**src/rtl/led_pkg.sv**
```systemverilog
// Shared constants and level-step arithmetic for the LED output stages.
// Level math runs at a fixed 16-bit width so any PWM width up to 16 can reuse it.
package led_pkg;

    localparam int unsigned CHANNELS_DEF    = 8;
    localparam int unsigned PWM_BITS_DEF    = 8;
    localparam int unsigned FADE_LOG2_DEF   = 14;
    localparam int unsigned RISE_STEP_DEF   = 32;
    localparam int unsigned DECAY_SHIFT_DEF = 3;
    localparam int unsigned LVL_W           = 16;

    typedef enum logic [1:0] {
        FADE_HOLD  = 2'd0,
        FADE_RISE  = 2'd1,
        FADE_DECAY = 2'd2
    } fade_op_e;

    function automatic fade_op_e fade_sel(input logic tick, input logic bit_on,
                                          input logic nonzero);
        if (!tick)        return FADE_HOLD;
        else if (bit_on)  return FADE_RISE;
        else if (nonzero) return FADE_DECAY;
        else              return FADE_HOLD;
    endfunction

    // One extra bit on the sum so a large step saturates instead of wrapping.
    function automatic logic [LVL_W-1:0] sat_rise(input logic [LVL_W-1:0] level,
                                                  input logic [LVL_W-1:0] step,
                                                  input logic [LVL_W-1:0] max_val);
        logic [LVL_W:0] sum;
        sum = {1'b0, level} + {1'b0, step};
        if (sum > {1'b0, max_val}) return max_val;
        return sum[LVL_W-1:0];
    endfunction

    // Exponential decay with a minimum step of one so small levels still reach zero.
    function automatic logic [LVL_W-1:0] decay_step(input logic [LVL_W-1:0] level,
                                                    input int unsigned shift);
        logic [LVL_W-1:0] dec;
        if (level == '0) return '0;
        dec = level >> shift;
        if (dec == '0) dec = LVL_W'(1);
        return level - dec;
    endfunction

endpackage

```
**src/rtl/led_fade_channel.sv**
```systemverilog
// One LED channel: fade level register, period-aligned shadow copy and PWM compare.
module led_fade_channel
    import led_pkg::*;
#(
    parameter int unsigned PWM_BITS    = PWM_BITS_DEF,
    parameter int unsigned RISE_STEP   = RISE_STEP_DEF,
    parameter int unsigned DECAY_SHIFT = DECAY_SHIFT_DEF
) (
    input  logic                clk,
    input  logic                rst_n,
    input  logic                en,
    input  logic                tick,
    input  logic                shadow_load,
    input  logic                pattern_bit,
    input  logic [PWM_BITS-1:0] pwm_cnt,
    output logic                led
);

    localparam logic [LVL_W-1:0] MAX_LVL = LVL_W'((1 << PWM_BITS) - 1);

    logic [PWM_BITS-1:0] level_q, level_d;
    logic [PWM_BITS-1:0] shadow_q, shadow_d;
    logic                led_q, led_d;
    fade_op_e            op;

    always_comb begin
        op      = fade_sel(tick, pattern_bit, level_q != '0);
        level_d = level_q;
        case (op)
            FADE_RISE:  level_d = PWM_BITS'(sat_rise(LVL_W'(level_q), LVL_W'(RISE_STEP), MAX_LVL));
            FADE_DECAY: level_d = PWM_BITS'(decay_step(LVL_W'(level_q), DECAY_SHIFT));
            default:    level_d = level_q;
        endcase
        // Shadow samples the pre-tick level, so duty only changes at period starts.
        shadow_d = shadow_load ? level_q : shadow_q;
        led_d    = en && (shadow_q > pwm_cnt);
    end

    always_ff @(posedge clk or negedge rst_n) begin
        if (!rst_n) begin
            level_q  <= '0;
            shadow_q <= '0;
            led_q    <= 1'b0;
        end else begin
            level_q  <= level_d;
            shadow_q <= shadow_d;
            led_q    <= led_d;
        end
    end

    assign led = led_q;

endmodule

```
**src/rtl/led_fader.sv**
```systemverilog
// PWM fade output stage: prescaled fade tick, shared PWM counter and per-channel faders.
module led_fader
    import led_pkg::*;
#(
    parameter int unsigned CHANNELS    = CHANNELS_DEF,
    parameter int unsigned PWM_BITS    = PWM_BITS_DEF,
    parameter int unsigned FADE_LOG2   = FADE_LOG2_DEF,
    parameter int unsigned RISE_STEP   = RISE_STEP_DEF,
    parameter int unsigned DECAY_SHIFT = DECAY_SHIFT_DEF
) (
    input  logic                clk,
    input  logic                rst_n,
    input  logic                en,
    input  logic [CHANNELS-1:0] pattern_in,
    output logic [CHANNELS-1:0] led_out,
    output logic                tick_out
);

    logic [FADE_LOG2-1:0] presc_q, presc_d;
    logic [PWM_BITS-1:0]  pwm_cnt_q, pwm_cnt_d;
    logic                 tick_out_q, tick_out_d;
    logic                 tick, shadow_load;

    always_comb begin
        tick        = en && (presc_q == '1);
        shadow_load = en && (pwm_cnt_q == '1);
        presc_d     = en ? presc_q + FADE_LOG2'(1) : presc_q;
        pwm_cnt_d   = en ? pwm_cnt_q + PWM_BITS'(1) : pwm_cnt_q;
        tick_out_d  = tick;
    end

    always_ff @(posedge clk or negedge rst_n) begin
        if (!rst_n) begin
            presc_q    <= '0;
            pwm_cnt_q  <= '0;
            tick_out_q <= 1'b0;
        end else begin
            presc_q    <= presc_d;
            pwm_cnt_q  <= pwm_cnt_d;
            tick_out_q <= tick_out_d;
        end
    end

    assign tick_out = tick_out_q;

    for (genvar i = 0; i < CHANNELS; i++) begin : g_ch
        led_fade_channel #(
            .PWM_BITS   (PWM_BITS),
            .RISE_STEP  (RISE_STEP),
            .DECAY_SHIFT(DECAY_SHIFT)
        ) u_ch (
            .clk        (clk),
            .rst_n      (rst_n),
            .en         (en),
            .tick       (tick),
            .shadow_load(shadow_load),
            .pattern_bit(pattern_in[i]),
            .pwm_cnt    (pwm_cnt_q),
            .led        (led_out[i])
        );
    end

endmodule

```
**config.mk**
```make
export PLATFORM = sky130hd
export DESIGN_NAME = led_fader
export DESIGN_NICKNAME = d
export VERILOG_FILES = /design/src/rtl/led_pkg.sv /design/src/rtl/led_fade_channel.sv /design/src/rtl/led_fader.sv
export SDC_FILE = /design/constraint.sdc
export NUM_CORES = 1
export LEC_CHECK = 0
export BUFFER_PORTS_ARGS = -buffer_cell sky130_fd_sc_hd__buf_2
export CORE_UTILIZATION = 30
export DETAILED_ROUTE_END_ITERATION = 12
export PLACE_DENSITY = 0.46
export SLEW_MARGIN = 0
export SYNTH_ARGS = -nofsm -noshare
export SYNTH_HDL_FRONTEND = slang
export SYNTH_SLANG_ARGS = --single-unit
```
**constraint.sdc**
```tcl
create_clock -name clk -period 3.7 [get_ports clk]
set_input_delay 0.185 -clock clk [delete_from_list [all_inputs] [get_ports clk]]
set_output_delay 0.185 -clock clk [all_outputs]
set_load 0.01 [all_outputs]
```
==> metrics <==
antenna-violating nets left=0; routed wire length=25,700 µm; setup bufs post-CTS=0; fraction of layout cells with a size suffix above 1=11.6%; most used flip-flop cell after synthesis=dfrtp_1; area of the multi-input gates=0.00670 mm²; WL per Instance=15.9 µm; Reg-to-Reg Start=presc_q[0]$_DFFE_PN0P_; RSZ-0062 raised after global routing=false; clk slew on worst S/H paths=0.07 ns; leakage power=5.86 nW; worst reg2reg setup slack=0.59 ns; Power Dens Cells=384 mW/mm²; IO buf count=19; fin. max-slew vios=0; mux cell area share after synthesis=6.17%; main combinational cell family by area after synthesis=compound AO/OA/AOI/OAI gates; setup_tns=0 ns; DIE HEIGHT=196 µm; average cell area after synthesis=9.91 µm²; commonest non-fill, non-tap cell in the layout=dfrtp_1; Mapped Area=0.0113 mm²; Highest Clock Rate=0.321 GHz; Worst EP required=4.05 ns; cells after synthesis=1,136; die area=0.0383 mm²; Ports=20; vias after detailed routing=8,395; Worst setup EP type=register; largest net degree at the start of global routing=82; worst r2r dst=g_ch[6].u_ch.level_q[6]$_DFFE_PN0P_; Ant. Diodes=0; max-cap violation count=0; first-pass GRT wire length=43,300 µm; Post-synth EDFFs=0; synth top area cells=dfrtp_1 (35%), ha_1 (16%), mux2_2 (5.6%); TritonCTS clock tree=done; Syn Nets=1,301; Slew headroom=45.8%; core footprint=0.0368 mm²; P&R area growth vs syn=9.69%; complex-gate fraction of the synthesized area=18.8%; total CTS buffers=17; arrival time worst endpoint=3.46 ns; cell row count=70; Distinct cells, synth=78; H-Tree Depth=4; clk sinks=159; worst slew pin tran=0.812 ns; vias in the first global route=8,207; Clock Tree Buf Depth=2; synth warn=0; Synth async-reset ratio=100%; violation count after the first detailed-route iteration=416; Seq/Total Area, Yosys=35.4%; worst r2r path cells=12; Register Area=0.00398 mm²; fin crit share=84.2%; Final Hold Viols=0; Synth Area in Adders=17.7%; Crit Path Class=register to register; min-delay src=en; Post-CTS Resized=0; hold crit path type=input port to register; DP Wirelength=18,100 µm; first-pass iteration count of the detailed router=5; drc violations=0; Yosys top cell area share=35.4%; routability cong.=0.819; Min-Delay Endpoint=presc_q[6]$_DFFE_PN0P_; XOR/XNOR Fraction of Synth Area=2.96%; Starting Density=30.6%; Tmin final=3.11 ns; synthesized flop and latch total=159; post-synth top area cell=dfrtp_1; Fillers=3,768; Worst Hold Path Cells=4; GRT Resource Usage Total=14.0%; total gr overflow=0; status=finished clean; initial antenna violation count=0; commonest non-fill, non-tap cells in the layout=dfrtp_1 (159), ha_1 (146), inv_1 (82), nand2_1 (77), o21ai_0 (59); minimum hold slack=0.237 ns; NumNets Final=1,307; Root Buffer=clkbuf_16; Critical Path Source Type=register; worst-path maximum fanout=9; PnR Total Power=4.75 mW; Clock Skew=0.0124 ns; die width=196 µm; Via density=5.17; setup violators final=0; clk_lat worst skew=0.42 ns; simple-gate share of the synthesized area=13.9%; VDD IR max=0.000310 V
-- per-stage QoR --
stage	std cells	cell area [µm²]	setup WS (ns)	util [%]
2_1_floorplan	1136	11300	0.875	-
3_3_place_gp	1590	11800	0.569	32.0
3_5_place_dp	1590	11800	0.560	32.0
4_1_cts	1623	12300	0.543	33.6
5_1_grt	1623	12300	0.279	33.6
6_report	1623	12300	0.586	33.6
-- cells in the mapped netlist (5+ instances only) --
library cell,n
buf_6,7
dfrtp_1,159
a311o_1,5
fa_1,8
o21ai_0,59
o21bai_1,10
nor2b_1,25
buf_4,10
buf_2,13
mux2_2,56
nor2_1,46
nor4_1,5
ha_1,146
inv_1,82
xor2_1,7
o22a_1,9
o31ai_1,8
or3_1,5
a21o_1,31
nand3_1,15
a311oi_1,7
nand2_1,77
a2bb2oi_1,8
o22ai_1,9
nand4_1,32
o21a_1,51
a21oi_1,36
a211oi_1,16
xnor2_1,31
nor3_1,45
nand2b_1,9
clkbuf_1,8
and3_1,5
a31oi_1,10
o31a_1,9
-- critical path, stage by stage (launching register included) --
cell      delay, ns
dfrtp_1        0.41
ha_1           0.25
nand3_1        0.08
nor2_1         0.07
and4_1         0.23
nand3_1        0.11
clkinv_1       0.46
nand2_1        0.22
ha_1           0.33
or4_1          0.54
nor3_1         0.14
nor3_1         0.07
o21ai_0        0.14
-- logic make-up after synthesis --
family                     count (synthesis)
adders and majority gates                154
buffers and inverters                    126
AOI/OAI and AO/OA                        300
DFF                                      159
muxes                                     62
xor gates and xnor gates                  38
and+or+nand+nor                          297
-- worst max-delay path by stage --
stage | startpoint | end | slack [ns] | cells past startpoint
after floorplan | presc_q[0]$_DFFE_PN0P_ | g_ch[6].u_ch.level_q[6]$_DFFE_PN0P_ | 0.87 | 13
after global placement | presc_q[0]$_DFFE_PN0P_ | g_ch[6].u_ch.level_q[6]$_DFFE_PN0P_ | 0.57 | 12
after detailed placement | presc_q[0]$_DFFE_PN0P_ | g_ch[6].u_ch.level_q[6]$_DFFE_PN0P_ | 0.56 | 12
after CTS | presc_q[0]$_DFFE_PN0P_ | g_ch[1].u_ch.level_q[5]$_DFFE_PN0P_ | 0.54 | 11
after global routing | presc_q[0]$_DFFE_PN0P_ | g_ch[4].u_ch.level_q[4]$_DFFE_PN0P_ | 0.28 | 13
final | presc_q[0]$_DFFE_PN0P_ | g_ch[6].u_ch.level_q[6]$_DFFE_PN0P_ | 0.59 | 12
-- power by group --
group	total (mW)	internal (mW)	leakage, nW	switching, mW
clock network	1.74	1.02	0.284	0.723
registers	2.02	1.89	2.08	0.128
logic	0.984	0.400	3.49	0.584
-- layout make-up --
class,count,share of cell area [%]
flip-flops and latches,159,32.2
well taps,468,4.74
clock inverters,7,0.598
clock buffers,25,4.09
inverters,84,2.55
multi-input cells,851,54.2
repair buffers,29,1.55
-- metal layers --
metal / share of wire [%] / vias to the layer above / wire (µm) / track usage, %
met5: 0 / - / 0 / 0
met4: 1.0 / 0 / 261 / 4.02
met3: 2.3 / 15 / 580 / 2.22
met2: 46 / 97 / 11900 / 22.6
met1: 51 / 4105 / 13000 / 19.4
li1: - / 4178 / - / -
-- flip-flops by register name, indices dropped and copies added, names as in the netlist --
register            count
g_ch.u_ch.led           8
g_ch.u_ch.level_q      64
g_ch.u_ch.shadow_q     64
presc_q                14
pwm_cnt_q               8
tick_out                1
-- timing repair --
item                                   in CTS  in global routing
endpoints found under the hold margin      79                  0
hold buffers                                1                  0
setup endpoints to repair                   0                  0
(Power assumes the default switching activity.)
